==> src/rtl/walk_pkg.sv <==
// rtl/walk_pkg.sv - shared widths, FSM state and request record for the walk request queue
package walk_pkg;

    localparam int VA_W     = 32;
    localparam int PA_W     = 32;
    localparam int REQ_ID_W = 4;

    typedef enum logic [1:0] {
        ISSUE,
        WAIT,
        RESP
    } walk_q_state_e;

    typedef struct packed {
        logic [VA_W-1:0]     va;
        logic [REQ_ID_W-1:0] id;
    } walk_req_t;

endpackage

==> src/rtl/walk_req_queue_if.sv <==
// rtl/walk_req_queue_if.sv - request, walker and response handshakes of the walk request queue
interface walk_req_queue_if #(
    parameter int ID_W = 4
) ();

    logic [walk_pkg::VA_W-1:0] req_va_i;
    logic [ID_W-1:0]           req_id_i;
    logic                      req_vld_i;
    logic                      req_rdy_o;

    logic [walk_pkg::VA_W-1:0] wk_va_o;
    logic                      wk_va_vld_o;
    logic                      wk_va_rdy_i;
    logic                      wk_stall_i;
    logic [walk_pkg::PA_W-1:0] wk_pa_i;
    logic                      wk_pa_vld_i;
    logic                      wk_pa_fault_i;
    logic                      wk_pa_rdy_o;

    logic [walk_pkg::PA_W-1:0] rsp_pa_o;
    logic [ID_W-1:0]           rsp_id_o;
    logic                      rsp_fault_o;
    logic                      rsp_vld_o;
    logic                      rsp_rdy_i;

    modport slave (
        input  req_va_i, req_id_i, req_vld_i,
        output req_rdy_o,
        output wk_va_o, wk_va_vld_o,
        input  wk_va_rdy_i, wk_stall_i, wk_pa_i, wk_pa_vld_i, wk_pa_fault_i,
        output wk_pa_rdy_o,
        output rsp_pa_o, rsp_id_o, rsp_fault_o, rsp_vld_o,
        input  rsp_rdy_i
    );

    modport master (
        output req_va_i, req_id_i, req_vld_i,
        input  req_rdy_o,
        input  wk_va_o, wk_va_vld_o,
        output wk_va_rdy_i, wk_stall_i, wk_pa_i, wk_pa_vld_i, wk_pa_fault_i,
        input  wk_pa_rdy_o,
        input  rsp_pa_o, rsp_id_o, rsp_fault_o, rsp_vld_o,
        output rsp_rdy_i
    );

endinterface

==> src/rtl/walk_req_fifo.sv <==
// rtl/walk_req_fifo.sv - synchronous FIFO of walk requests; caller never pushes when full or pops when empty
module walk_req_fifo
    import walk_pkg::*;
#(
    parameter int DEPTH = 4
) (
    input  logic                         clk_i,
    input  logic                         rst_i,
    input  logic                         push_i,
    input  walk_req_t                    data_i,
    input  logic                         pop_i,
    output walk_req_t                    data_o,
    output logic                         full_o,
    output logic                         empty_o,
    output logic [$clog2(DEPTH+1)-1:0]   cnt_o
);

    localparam int PTR_W = $clog2(DEPTH);
    localparam int CNT_W = $clog2(DEPTH + 1);

    walk_req_t        mem_q [DEPTH];
    logic [PTR_W-1:0] wr_ptr_q, rd_ptr_q;
    logic [CNT_W-1:0] cnt_q;

    // Power-of-two depth lets the pointers wrap by natural overflow.
    always_ff @(posedge clk_i) begin
        if (rst_i) begin
            wr_ptr_q <= '0;
            rd_ptr_q <= '0;
            cnt_q    <= '0;
        end else begin
            if (push_i) wr_ptr_q <= wr_ptr_q + PTR_W'(1);
            if (pop_i)  rd_ptr_q <= rd_ptr_q + PTR_W'(1);
            case ({push_i, pop_i})
                2'b10:   cnt_q <= cnt_q + CNT_W'(1);
                2'b01:   cnt_q <= cnt_q - CNT_W'(1);
                default: cnt_q <= cnt_q;
            endcase
        end
    end

    always_ff @(posedge clk_i) begin
        if (push_i) mem_q[wr_ptr_q] <= data_i;
    end

    assign data_o  = mem_q[rd_ptr_q];
    assign full_o  = (cnt_q == CNT_W'(DEPTH));
    assign empty_o = (cnt_q == '0);
    assign cnt_o   = cnt_q;

endmodule

==> src/rtl/walk_req_queue.sv <==
// rtl/walk_req_queue.sv - single-outstanding request front-end for the page-table walker
// Optional watchdog on the walker result: WALK_REQ_TIMEOUT_EN.
module walk_req_queue
    import walk_pkg::*;
#(
    parameter int DEPTH       = 4,
    parameter int ID_W        = 4,
    parameter int TIMEOUT_CYC = 64
) (
    input  logic                       clk_i,
    input  logic                       rst_i,
    walk_req_queue_if.slave            bus,
    output logic [$clog2(DEPTH+1)-1:0] cnt_o,
    output logic                       timeout_o
);

    if ((DEPTH < 2) || ((DEPTH & (DEPTH - 1)) != 0) || (TIMEOUT_CYC < 1)) begin : g_bad_cfg
        $error("walk_req_queue: DEPTH must be a power of two >= 2 and TIMEOUT_CYC >= 1");
    end

    walk_req_t       push_req, head_req;
    logic            full, empty, push, pop;
    walk_q_state_e   state_q, state_d;
    logic [ID_W-1:0] inflight_id_q, inflight_id_d, rsp_id_q, rsp_id_d;
    logic [PA_W-1:0] rsp_pa_q, rsp_pa_d;
    logic            rsp_fault_q, rsp_fault_d, rsp_vld_q, rsp_vld_d;
    logic            wk_va_vld, wk_pa_rdy;

    assign push_req = '{va: bus.req_va_i, id: REQ_ID_W'(bus.req_id_i)};
    assign push     = bus.req_vld_i && !full;

    walk_req_fifo #(.DEPTH(DEPTH)) u_fifo (
        .clk_i   (clk_i),
        .rst_i   (rst_i),
        .push_i  (push),
        .data_i  (push_req),
        .pop_i   (pop),
        .data_o  (head_req),
        .full_o  (full),
        .empty_o (empty),
        .cnt_o   (cnt_o)
    );

`ifdef WALK_REQ_TIMEOUT_EN
    localparam int WD_W = $clog2(TIMEOUT_CYC + 1);
    logic [WD_W-1:0] wd_cnt_q, wd_cnt_d;
    logic            drop_q, drop_d, timeout_q, timeout_d;

    always_ff @(posedge clk_i) begin
        if (rst_i) begin
            wd_cnt_q  <= '0;
            drop_q    <= 1'b0;
            timeout_q <= 1'b0;
        end else begin
            wd_cnt_q  <= wd_cnt_d;
            drop_q    <= drop_d;
            timeout_q <= timeout_d;
        end
    end

    assign timeout_o = timeout_q;
`else
    logic drop_q;
    assign drop_q    = 1'b0;
    assign timeout_o = 1'b0;
`endif

    always_ff @(posedge clk_i) begin
        if (rst_i) begin
            state_q       <= ISSUE;
            inflight_id_q <= '0;
            rsp_pa_q      <= '0;
            rsp_id_q      <= '0;
            rsp_fault_q   <= 1'b0;
            rsp_vld_q     <= 1'b0;
        end else begin
            state_q       <= state_d;
            inflight_id_q <= inflight_id_d;
            rsp_pa_q      <= rsp_pa_d;
            rsp_id_q      <= rsp_id_d;
            rsp_fault_q   <= rsp_fault_d;
            rsp_vld_q     <= rsp_vld_d;
        end
    end

    always_comb begin
        state_d       = state_q;
        inflight_id_d = inflight_id_q;
        rsp_pa_d      = rsp_pa_q;
        rsp_id_d      = rsp_id_q;
        rsp_fault_d   = rsp_fault_q;
        rsp_vld_d     = rsp_vld_q;
        wk_va_vld     = 1'b0;
        wk_pa_rdy     = 1'b0;
        pop           = 1'b0;
`ifdef WALK_REQ_TIMEOUT_EN
        wd_cnt_d      = '0;
        drop_d        = drop_q;
        timeout_d     = timeout_q;
`endif
        unique case (state_q)
            ISSUE: begin
                wk_va_vld = !empty && !bus.wk_stall_i && !drop_q;
`ifdef WALK_REQ_TIMEOUT_EN
                // A walk abandoned by the watchdog still owes one result; swallow it before issuing again.
                if (drop_q) begin
                    wk_pa_rdy = 1'b1;
                    if (bus.wk_pa_vld_i) drop_d = 1'b0;
                end
`endif
                if (wk_va_vld && bus.wk_va_rdy_i) begin
                    pop           = 1'b1;
                    inflight_id_d = ID_W'(head_req.id);
                    state_d       = WAIT;
                end
            end
            WAIT: begin
                wk_pa_rdy = 1'b1;
                if (bus.wk_pa_vld_i) begin
                    rsp_pa_d    = bus.wk_pa_i;
                    rsp_fault_d = bus.wk_pa_fault_i;
                    rsp_id_d    = inflight_id_q;
                    rsp_vld_d   = 1'b1;
                    state_d     = RESP;
                end
`ifdef WALK_REQ_TIMEOUT_EN
                else if (wd_cnt_q == WD_W'(TIMEOUT_CYC - 1)) begin
                    rsp_pa_d    = '0;
                    rsp_fault_d = 1'b1;
                    rsp_id_d    = inflight_id_q;
                    rsp_vld_d   = 1'b1;
                    timeout_d   = 1'b1;
                    drop_d      = 1'b1;
                    state_d     = RESP;
                end else begin
                    wd_cnt_d = wd_cnt_q + WD_W'(1);
                end
`endif
            end
            RESP: begin
                if (bus.rsp_rdy_i) begin
                    rsp_vld_d = 1'b0;
                    state_d   = ISSUE;
                end
            end
            default: state_d = ISSUE;
        endcase
    end

    assign bus.req_rdy_o   = !full;
    assign bus.wk_va_o     = head_req.va;
    assign bus.wk_va_vld_o = wk_va_vld;
    assign bus.wk_pa_rdy_o = wk_pa_rdy;
    assign bus.rsp_pa_o    = rsp_pa_q;
    assign bus.rsp_id_o    = rsp_id_q;
    assign bus.rsp_fault_o = rsp_fault_q;
    assign bus.rsp_vld_o   = rsp_vld_q;

endmodule

==> src/flat_wrapper.sv <==
// flat-port wrapper written by rule: the top's interface ports become plain ports
module walk_req_queue_flat import walk_pkg::*;
#(
    parameter int DEPTH       = 4,
    parameter int ID_W        = 4,
    parameter int TIMEOUT_CYC = 64
)
  (clk_i, rst_i, cnt_o, timeout_o, bus_req_va_i, bus_req_id_i, bus_req_vld_i, bus_req_rdy_o, bus_wk_va_o, bus_wk_va_vld_o, bus_wk_va_rdy_i, bus_wk_stall_i, bus_wk_pa_i, bus_wk_pa_vld_i, bus_wk_pa_fault_i, bus_wk_pa_rdy_o, bus_rsp_pa_o, bus_rsp_id_o, bus_rsp_fault_o, bus_rsp_vld_o, bus_rsp_rdy_i);
  walk_req_queue_if #(.ID_W(ID_W)) bus_i ();
  input  logic clk_i;
  input  logic rst_i;
  output logic [$clog2(DEPTH+1)-1:0] cnt_o;
  output logic timeout_o;
  input wire logic [$bits(bus_i.req_va_i)-1:0] bus_req_va_i;
  input wire logic [$bits(bus_i.req_id_i)-1:0] bus_req_id_i;
  input wire logic [$bits(bus_i.req_vld_i)-1:0] bus_req_vld_i;
  output wire logic [$bits(bus_i.req_rdy_o)-1:0] bus_req_rdy_o;
  output wire logic [$bits(bus_i.wk_va_o)-1:0] bus_wk_va_o;
  output wire logic [$bits(bus_i.wk_va_vld_o)-1:0] bus_wk_va_vld_o;
  input wire logic [$bits(bus_i.wk_va_rdy_i)-1:0] bus_wk_va_rdy_i;
  input wire logic [$bits(bus_i.wk_stall_i)-1:0] bus_wk_stall_i;
  input wire logic [$bits(bus_i.wk_pa_i)-1:0] bus_wk_pa_i;
  input wire logic [$bits(bus_i.wk_pa_vld_i)-1:0] bus_wk_pa_vld_i;
  input wire logic [$bits(bus_i.wk_pa_fault_i)-1:0] bus_wk_pa_fault_i;
  output wire logic [$bits(bus_i.wk_pa_rdy_o)-1:0] bus_wk_pa_rdy_o;
  output wire logic [$bits(bus_i.rsp_pa_o)-1:0] bus_rsp_pa_o;
  output wire logic [$bits(bus_i.rsp_id_o)-1:0] bus_rsp_id_o;
  output wire logic [$bits(bus_i.rsp_fault_o)-1:0] bus_rsp_fault_o;
  output wire logic [$bits(bus_i.rsp_vld_o)-1:0] bus_rsp_vld_o;
  input wire logic [$bits(bus_i.rsp_rdy_i)-1:0] bus_rsp_rdy_i;
  assign bus_i.req_va_i = bus_req_va_i;
  assign bus_i.req_id_i = bus_req_id_i;
  assign bus_i.req_vld_i = bus_req_vld_i;
  assign bus_req_rdy_o = bus_i.req_rdy_o;
  assign bus_wk_va_o = bus_i.wk_va_o;
  assign bus_wk_va_vld_o = bus_i.wk_va_vld_o;
  assign bus_i.wk_va_rdy_i = bus_wk_va_rdy_i;
  assign bus_i.wk_stall_i = bus_wk_stall_i;
  assign bus_i.wk_pa_i = bus_wk_pa_i;
  assign bus_i.wk_pa_vld_i = bus_wk_pa_vld_i;
  assign bus_i.wk_pa_fault_i = bus_wk_pa_fault_i;
  assign bus_wk_pa_rdy_o = bus_i.wk_pa_rdy_o;
  assign bus_rsp_pa_o = bus_i.rsp_pa_o;
  assign bus_rsp_id_o = bus_i.rsp_id_o;
  assign bus_rsp_fault_o = bus_i.rsp_fault_o;
  assign bus_rsp_vld_o = bus_i.rsp_vld_o;
  assign bus_i.rsp_rdy_i = bus_rsp_rdy_i;
  walk_req_queue #(.DEPTH(DEPTH), .ID_W(ID_W), .TIMEOUT_CYC(TIMEOUT_CYC)) u_core (.clk_i(clk_i), .rst_i(rst_i), .bus(bus_i), .cnt_o(cnt_o), .timeout_o(timeout_o));
endmodule
==> config.mk <==
export PLATFORM = sky130hd
export DESIGN_NAME = walk_req_queue_flat
export DESIGN_NICKNAME = d
export VERILOG_FILES = /design/src/rtl/walk_pkg.sv /design/src/rtl/walk_req_queue_if.sv /design/src/rtl/walk_req_fifo.sv /design/src/rtl/walk_req_queue.sv /design/src/flat_wrapper.sv
export SDC_FILE = /design/constraint.sdc
export NUM_CORES = 1
export LEC_CHECK = 0
export CORE_AREA = 2 2 176 178
export CTS_BUF_LIST = sky130_fd_sc_hd__clkbuf_16
export DETAILED_ROUTE_END_ITERATION = 8
export DIE_AREA = 0 0 178 180
export PLACE_DENSITY = 0.42
export SETUP_SLACK_MARGIN = 0.1
export SKIP_LAST_GASP = 1
export SYNTH_ARGS = -nofsm -noshare
export SYNTH_HDL_FRONTEND = slang
export SYNTH_HIERARCHICAL = 1
export SYNTH_SLANG_ARGS = --single-unit
==> constraint.sdc <==
create_clock -name clk_i -period 2.8 [get_ports clk_i]
set_input_delay 0.56 -clock clk_i [delete_from_list [all_inputs] [get_ports clk_i]]
set_output_delay 0.56 -clock clk_i [all_outputs]
set_load 0.02 [all_outputs]
==> run metrics <==
status finished clean; # IOs 153; Reg area 5388 um2; count of cell types in the netlist 37; chip height 180 um; cells along the critical path clkdlybuf4s50_1, nor4_4, buf_4, clkdlybuf4s50_1; Detail Route Antenna Nets 0; Setup Fix Bufs, Post-CTS 0; VDD IR max 360.9 uV; most frequent CP cell clkdlybuf4s50_1; Hold Crit Class reg2reg; htree depth 4; total core area 30190 um2; crit path max fanout 6; worst path bufs/invs 3; width of the die 178 um; TritonRoute pass-1 iters 4; Synth Area in Compound Gates 4.733%; Clock Path Buffers 2; worst setup path class in2out; critical path arrival 2050 ps; syn_nets 516; # DRC 0; Final Routed Wirelength 17.10 mm; Routed wire per std cell 16.96 um; area occupied by multi-input gates 1829 um2; placed cells 974; xor-xnor portion of the synthesized cell area 0.5895%; Post-synth EDFFs 144; Setup crit start kind input port; Hold WS 459.1 ps; nets 680; Seq/Total Area, Yosys 72.49%; Syn Area/Cell 17.12 um2; Yosys reg bits 197; critical path required time 2240 ps; port bufs 151; post-synth top area share 58.21%; Hold Fails Final Rpt 0; pwr dens 688.8 nW/um2; vias 4183; # fillers 2914; DIE AREA 32040 um2; mux share of post-synthesis cell area 11.35%; Crit path max-delay family buffers and inverters; clk_skew 13.18 ps; worst stage delay on the critical path 620 ps; total power 6.968 mW; Detailed Place HPWL 10.55 mm; FMAX 382.9 MHz; setup violators final 0; CTS Sinks 197; Worst R2R Setup Slack 670 ps; Slowest-stage cell, CP clkdlybuf4s50_1; Total Routing Usage GR 10.88%; max-cap check violation count 0; Clock Latency Late Sink 440 ps; Synth Instances 434; Worst Setup End Kind output pin; CTS tree done; Hold Buf Count CTS 0; Row Count 64; gr ovfl total 0; fin crit period 2611 ps; largest family of logic cells by synthesized area multiplexers; Synth area leaders edfxtp_1, dfxtp_1, mux4_2, nand2_1, a21oi_2; Adder-Cell Fraction of Synth Area 1.112%; warnings from Yosys 6; first-pass GRT wire length 26.09 mm; Clk Tree Root Cell clkbuf_16; vias in the first global route 4573; dominant cell type by area after synthesis edfxtp_1; number of antenna violations at the first check in global routing 1; via/cell ratio 4.150; post-route cell area 10120 um2; clock-pin transition on the worst setup and hold timing paths 80 ps; P_leak 3.358 nW; final slew viol count 0; Placer Congestion 0.6959; Synth Flop Type edfxtp_1; Simple-Gate Fraction of Synth Area 6.721%; CTS Buf Count 17; Placed Area 9432 um2; final cycle utilization of the critical path 93.26%; initial cell density of the core 24.61%; share of layout cells above drive strength 1 18.99%; Syn Std Cell Area 7428 um2; RSZ-0062 raised after global routing no; non-filler cells, final 1008; largest net degree at the start of global routing 37; area delta synth->final 36.18%; Synth async-reset ratio 0%; Initial DRC Count 202; Final TNS setup 0 ps
==> worst min-delay path, cell delays in order (launching register included) <==
cell and delay (ps):
dfxtp_1 310, nand2_1 50, a21oi_1 50
==> path summary, 6_finish.rpt <==
kind	start	to	depth (start not counted)
worst min register to register	u_core/bus.rsp_pa_o[16]	u_core/bus.rsp_pa_o[16]	2
worst max register to register	u_core/state_q[0]	u_core/u_fifo/cnt_o[2]	8
worst max-delay path	bus_wk_stall_i	bus_wk_va_vld_o	4
worst min-delay path	u_core/bus.rsp_pa_o[16]	u_core/bus.rsp_pa_o[16]	2
==> cells in the mapped netlist, drive strengths merged (5+ instances only) <==
cell,n
edfxtp,144
buf,19
o21ai,6
nand2,77
ha,5
nor2,9
dfxtp,53
and2,5
inv,8
a21oi,41
mux4,36
==> cells in the final DEF, fill, tap and decap left out, drive strengths merged <==
cell type,n
nand3b,1
nor3,1
a21oi,41
mux4,36
nand4b,4
and2,5
ha,5
a22oi,1
inv,14
buf,17
nand2,77
or3b,1
bufbuf,1
edfxtp,144
mux2i,1
nor4,1
clkbuf,17
nor2b,3
xor2,3
o21ai,6
dlygate4sd2,16
and3b,1
clkinv,9
conb,1
xnor2,2
dlymetal6s2s,16
nor2,9
and3,1
diode,1
nand2b,4
fa,1
clkdlybuf4s50,118
or3,1
dfxtp,53
==> power by group <==
group	internal [mW]	total (mW)	switching [mW]
sequential	3.32	3.38	0.0610
combinational	0.529	1.09	0.562
clock	1.23	2.50	1.27
total	5.08	6.97	1.89
==> routing by layer <==
metal	part of all wire [%]	track usage, %
met1	43	12.94
met2	47	18.11
met3	9.2	4.738
met4	0.70	2.459
met5	0	0
==> through the flow <==
step	setup slack, ps	util (%)
after global placement	98.01	31.24
after CTS	17.21	33.36
after global routing	101.8	33.50
after floorplan	275.6	-
after detailed placement	84.96	31.24
final	188.6	33.51
==> cell type report <==
| cell class | instances | area share [%] |
|---|---|---|
| Sequential cell | 197 | 53.26 |
| Multi-Input combinational cell | 206 | 18.08 |
| Timing Repair Buffer | 168 | 17.29 |
| Tap cell | 396 | 4.898 |
| Clock buffer | 17 | 4.205 |
| Clock inverter | 15 | 1.942 |
| Inverter | 8 | 0.2968 |
| Antenna cell | 1 | 0.02474 |
==> repair_timing <==
| item | in CTS | in global routing |
|---|---|---|
| resized for setup | 17 | 17 |
| endpoints found under the setup margin | 32 | 16 |
| gates cloned | 1 | 0 |
==> sequential cells by signal, indices dropped and copies added (netlist names), named ones only <==
| register | cells |
|---|---|
| u_core/inflight_id_q | 4 |
| u_core/bus.rsp_id_o | 4 |
| u_core/bus.rsp_pa_o | 32 |
| u_core/u_fifo/wr_ptr_q | 2 |
| u_core/u_fifo/rd_ptr_q | 2 |
| u_core/bus.rsp_fault_o | 1 |
| u_core/u_fifo/cnt_o | 3 |
| u_core/state_q | 2 |
| u_core/u_fifo/mem_q | 144 |
| u_core/bus.rsp_vld_o | 1 |
==> cell families after synthesis <==
family | after synthesis
buffers and inverters | 31
other | 1
adders and majority gates | 6
muxes | 37
DFF | 197
AOI/OAI and AO/OA | 48
xor gates and xnor gates | 5
and+or+nand+nor | 109
(Power assumes the default switching activity.)
==> patch 1 (same settings) <==
Register the output `cnt_o`; this adds one clock of latency there. The other outputs are not delayed to match.
--- a/src/rtl/walk_req_queue.sv
+++ b/src/rtl/walk_req_queue.sv
@@ -13,6 +13,8 @@
     output logic [$clog2(DEPTH+1)-1:0] cnt_o,
     output logic                       timeout_o
 );
+
+    logic [$clog2(DEPTH+1)-1:0] cnt_d;
 
     if ((DEPTH < 2) || ((DEPTH & (DEPTH - 1)) != 0) || (TIMEOUT_CYC < 1)) begin : g_bad_cfg
         $error("walk_req_queue: DEPTH must be a power of two >= 2 and TIMEOUT_CYC >= 1");
@@ -38,7 +40,7 @@
         .data_o  (head_req),
         .full_o  (full),
         .empty_o (empty),
-        .cnt_o   (cnt_o)
+        .cnt_o   (cnt_d)
     );
 
 `ifdef WALK_REQ_TIMEOUT_EN
@@ -156,5 +158,9 @@
     assign bus.rsp_fault_o = rsp_fault_q;
     assign bus.rsp_vld_o   = rsp_vld_q;
 
+    always_ff @(posedge clk_i) begin
+        cnt_o <= cnt_d;
+    end
+
 endmodule
 
Behaviour: not the same (Yosys sat finds a counterexample within 4 cycles, from zero or initial values and one cycle with rst_i high).
==> patch 1 against the original RTL <==
Global-route usage down 0.16 points. Synthesized cell count grew 0.46%. Wire length decreased by 1.6%. Clock skew grew 0.00077 ns. Final area up 0.63%. Highest routed layer is now met5. Area after synthesis is 0.89% higher. Register-to-register slack worse by 0.04 ns. Sequential cell count is 3 higher. Largest cell class unchanged. Via count is 0.62% higher. Total power increased by 0.56%. Worst setup slack gained 0.11 ns.
==> patch 1: results (changes against the original RTL) <==
STA
  – Clk_skew: 0.01395 ns (+0.0007694 ns)

Synthesis
  – Seq/Total Area, Yosys: 72.65% (+0.16 points)
  – Largest cells by area after synthesis: edfxtp_1, dfxtp_1, mux4_2, nand2_1, a21oi_2
  – Mux cell area share after synthesis: 11.25% (-0.10 points)
  – Post-synth top cells: edfxtp_1, dfxtp_1, nand2_1, mux4_2, a21oi_1

Placement
  – Pre-CTS setup slack: 0.03390 ns (-0.05106 ns)
  – Routability Congestion: 0.7138 (+2.6%)
  – HPWL Detailed: 10.75 mm (+1.8%)

Min path
  – Worst Hold Launch: u_core/u_fifo/cnt_o[1]
  – Min-Delay Endpoint: u_core/cnt_o[1]

Worst setup path
  – Crit-path slowest cell: mux4_1
  – Reg-to-reg critical path startpoint: u_core/u_fifo/cnt_o[0]
  – Reg2Reg Setup Slack: 0.63 ns (-0.04 ns)
  – Worst endpoint data arrival time: 1.94 ns (-0.11 ns)
  – Crit path max fanout: 19 (+13)
  – Max incr delay on CP: 0.58 ns (-0.04 ns)

Run status
  – Status: complete, no violations

Global route
  – All-layer global routing usage: 10.72% (-0.16 points)
  – Vias in the first global route: 4518 (-1.2%)
  – First-pass GRT wire length: 25.67 mm (-1.6%)

Power and ir drop
  – Peak supply drop: 0.0003516 V (-2.6%)
  – Static Leak: 3.414 nW (+1.7%)

Route
  – TritonRoute pass-1 iters: 5 (+1)
  – DR iter-0 viols: 229 (+13%)

Cells and area
  – Post-layout net count: 682 (+0.29%)
patch 1: routing by layer:
metal  up-vias  routed length (µm)  part of all wire, %  track usage, %
met5         -                  13                0.077               0
met3         8                1594                  9.5           4.865
met2       138                7899                   47           17.78
met1      2100                7213                   43           12.76
met4         2                 109                 0.65           2.262
li1       1961                   -                    -               -
patch 1: per-stage QoR:
step / area [µm²] / cells / hold WS [ns]
floorplan: 7495 / 436 / 0.3647
global placement: 9528 / 977 / 0.3885
detailed placement: 9528 / 977 / 0.3931
CTS: 10140 / 1009 / 0.4058
global route: 10180 / 1009 / 0.4098
finish: 10180 / 1009 / 0.4000
patch 1: worst max-delay path by stage:
stage                         from                     end  slack [ns]  depth (start not counted)
floorplan           bus_wk_stall_i  u_core/u_fifo/cnt_o[2]        0.26                          8
global placement    bus_wk_stall_i  u_core/u_fifo/cnt_o[2]        0.08                          9
detailed placement  bus_wk_stall_i  u_core/u_fifo/cnt_o[2]        0.03                          9
CTS                      flip-flop          bus_wk_va_o[7]        0.07                          3
global route             flip-flop         bus_wk_va_o[31]        0.20                          3
finish                   flip-flop          bus_wk_va_o[0]        0.30                          3
patch 1: layout make-up:
class,instances,area [µm²]
Fill cell,2884,20010
Inverter,8,30.03
Tap cell,396,495.5
Clock inverter,15,191.4
Multi-Input combinational cell,206,1841
Timing Repair Buffer,167,1749
Clock buffer,17,425.4
Sequential cell,200,5448
patch 1: repair_timing:
action | in CTS | in global routing
gates resized for setup | 19 | 17
setup endpoints to repair | 22 | 17
pin swaps | 0 | 0
hold endpoints to repair | 0 | 0
hold buffers | 0 | 0
patch 1: power by group:
part           leakage (nW)  internal [W]  switching, W
clock network         0.301       0.00123       0.00126
logic                  1.34      0.000521      0.000564
registers              1.78       0.00337     0.0000649
total                  3.41       0.00512       0.00189
==> patch 2 (config.mk and constraints unchanged) <==
Without the edit above. `PA_W`: 32 -> 24.
--- a/src/rtl/walk_pkg.sv
+++ b/src/rtl/walk_pkg.sv
@@ -2,7 +2,7 @@
 package walk_pkg;
 
     localparam int VA_W     = 32;
-    localparam int PA_W     = 32;
+    localparam int PA_W     = 24;
     localparam int REQ_ID_W = 4;
 
     typedef enum logic [1:0] {
Ports: changed (resized bus_rsp_pa_o and bus_wk_pa_i); port bits go from 153 to 137. The function was not compared with the original's and may differ.
==> patch 2 against the original RTL <==
Synthesized cell count fell by 8.1%. Combinational power fell by 6%. Sequential cell count fell by 8. Global-route usage fell by 1.1 points. Final area fell by 5.1%. Final cell count fell by 4.6%. Total power fell by 2.4%. Sequential power fell by 4%. First-iteration DRC count fell by 4.0%. Worst hold slack got worse by 0.0046 ns. Worst setup slack got worse by 0.018 ns. Wire length fell by 10%. Area after synthesis fell by 5.3%.
==> patch 2: results (changes against the original RTL) <==
Global route
  – Grt met1 use: 11.46% (-1.5 points)
  – All-layer global routing usage: 9.820% (-1.1 points)
  – Met2 Resource Use GR: 15.84% (-2.3 points)
  – Vias in the first global route: 4130 (-9.7%)
  – Met3 Use GR: 4.569% (-0.17 points)
  – First-pass GRT wire length: 23.43 mm (-10%)

Run status
  – Status: complete, no violations

Synthesis
  – Mux cell area share after synthesis: 11.99% (+0.64 points)
  – Xor/xnor share of the synthesized area: 0.6226% (+0.033 points)
  – Synth cell types: 36 (-2.7%)
  – Post-synth top cells: edfxtp_1, nand2_1, dfxtp_1, a21oi_1, mux4_2
  – Syn Nets: 473 (-8.3%)
  – Seq/Total Area, Yosys: 74.28% (+1.8 points)
  – Compound-Gate Fraction of Synth Area: 2.935% (-1.8 points)

Route
  – Routed vias/inst: 4.014 (-3.3%)
  – Routed wire length per instance: 15.94 µm (-6.0%)
  – DR iter-0 viols: 194 (-4.0%)
  – WL final: 15.33 mm (-10%)
  – TritonRoute pass-1 iters: 4 (unchanged)

Placement
  – Placed cells: 929 (-4.6%)
  – HPWL Detailed: 9.731 mm (-7.8%)
  – Routability Congestion: 0.7194 (+3.4%)
  – DP Area: 8921 µm² (-5.4%)
  – PortBufs: 135 (-11%)

Power and ir drop
  – Peak supply drop: 0.0005668 V (+57%)
  – Static Leak: 3.248 nW (-3.3%)

Min path
  – Worst hold path class: flip-flop to flip-flop

Clock network
  – Post-CTS setup buffers: 0 (unchanged)

Cells and area
  – Post-layout net count: 626 (-7.9%)
  – Share of layout cells above drive strength 1: 15.75% (-3.2 points)

STA
  – Clk_skew: 0.01738 ns (+0.004203 ns)
  – Max-slew violations: 0 (unchanged)
## patch 2: worst max-delay path, stage by stage
cell and delay (ns):
clkdlybuf4s50_1 0.45, nor4_4 0.24, buf_4 0.18, clkdlybuf4s50_1 0.64
## patch 2: layer usage
| metal | up-vias | wire (µm) |
|---|---|---|
| li1 | 1824 | - |
| met1 | 1905 | 6493 |
| met2 | 117 | 7162 |
| met3 | 15 | 1478 |
| met4 | 0 | 195 |
| met5 | - | 0 |
## patch 2: layout make-up
cell class	count	area (µm²)
diodes	1	2.502
clock buffers	17	425.4
clock inverters	15	198.9
fillers	2918	20590
inverters	8	30.03
multi-input cells	182	1624
flip-flops and latches	189	5228
well taps	396	495.5
repair buffers	154	1594
## patch 2: cells by family after synthesis
kind of cell	after synthesis
other	1
XOR/XNOR	5
flip-flops	189
AO/OA/AOI/OAI	40
AND/OR/NAND/NOR	93
multiplexers	37
adder cells (fa/ha/maj)	6
buffers and inverters	28
## patch 2: power by group
group	internal, W	switching [W]
Sequential	0.00320	0.0000600
Clock	0.00137	0.00114
Combinational	0.000502	0.000531
## patch 2: timing repair
| item | 4_1_cts | 5_1_grt |
|---|---|---|
| setup endpoints to repair | 31 | 19 |
| hold buffers | 0 | 0 |
| resized for setup | 15 | 22 |
## patch 2: path summary, 6_finish.rpt
kind	cells after the start	startpoint	slack, ns	endpoint
setup reg to reg	9	u_core/u_fifo/cnt_o[2]	0.68	u_core/u_fifo/cnt_o[2]
hold reg to reg	2	u_core/bus.rsp_pa_o[10]	0.45	u_core/bus.rsp_pa_o[10]
hold / removal	2	u_core/bus.rsp_pa_o[10]	0.45	u_core/bus.rsp_pa_o[10]
setup / recovery	4	bus_wk_stall_i	0.17	bus_wk_va_vld_o
## patch 2: per-stage QoR
step	util [%]	setup WS [ns]	TNS [ns]
floorplan	-	0.2677	0
global placement	29.55	0.1057	0
detailed placement	29.55	0.1153	0
CTS	31.59	-0.01387	-0.02706
global route	31.78	0.1085	0
finish	31.79	0.1704	0
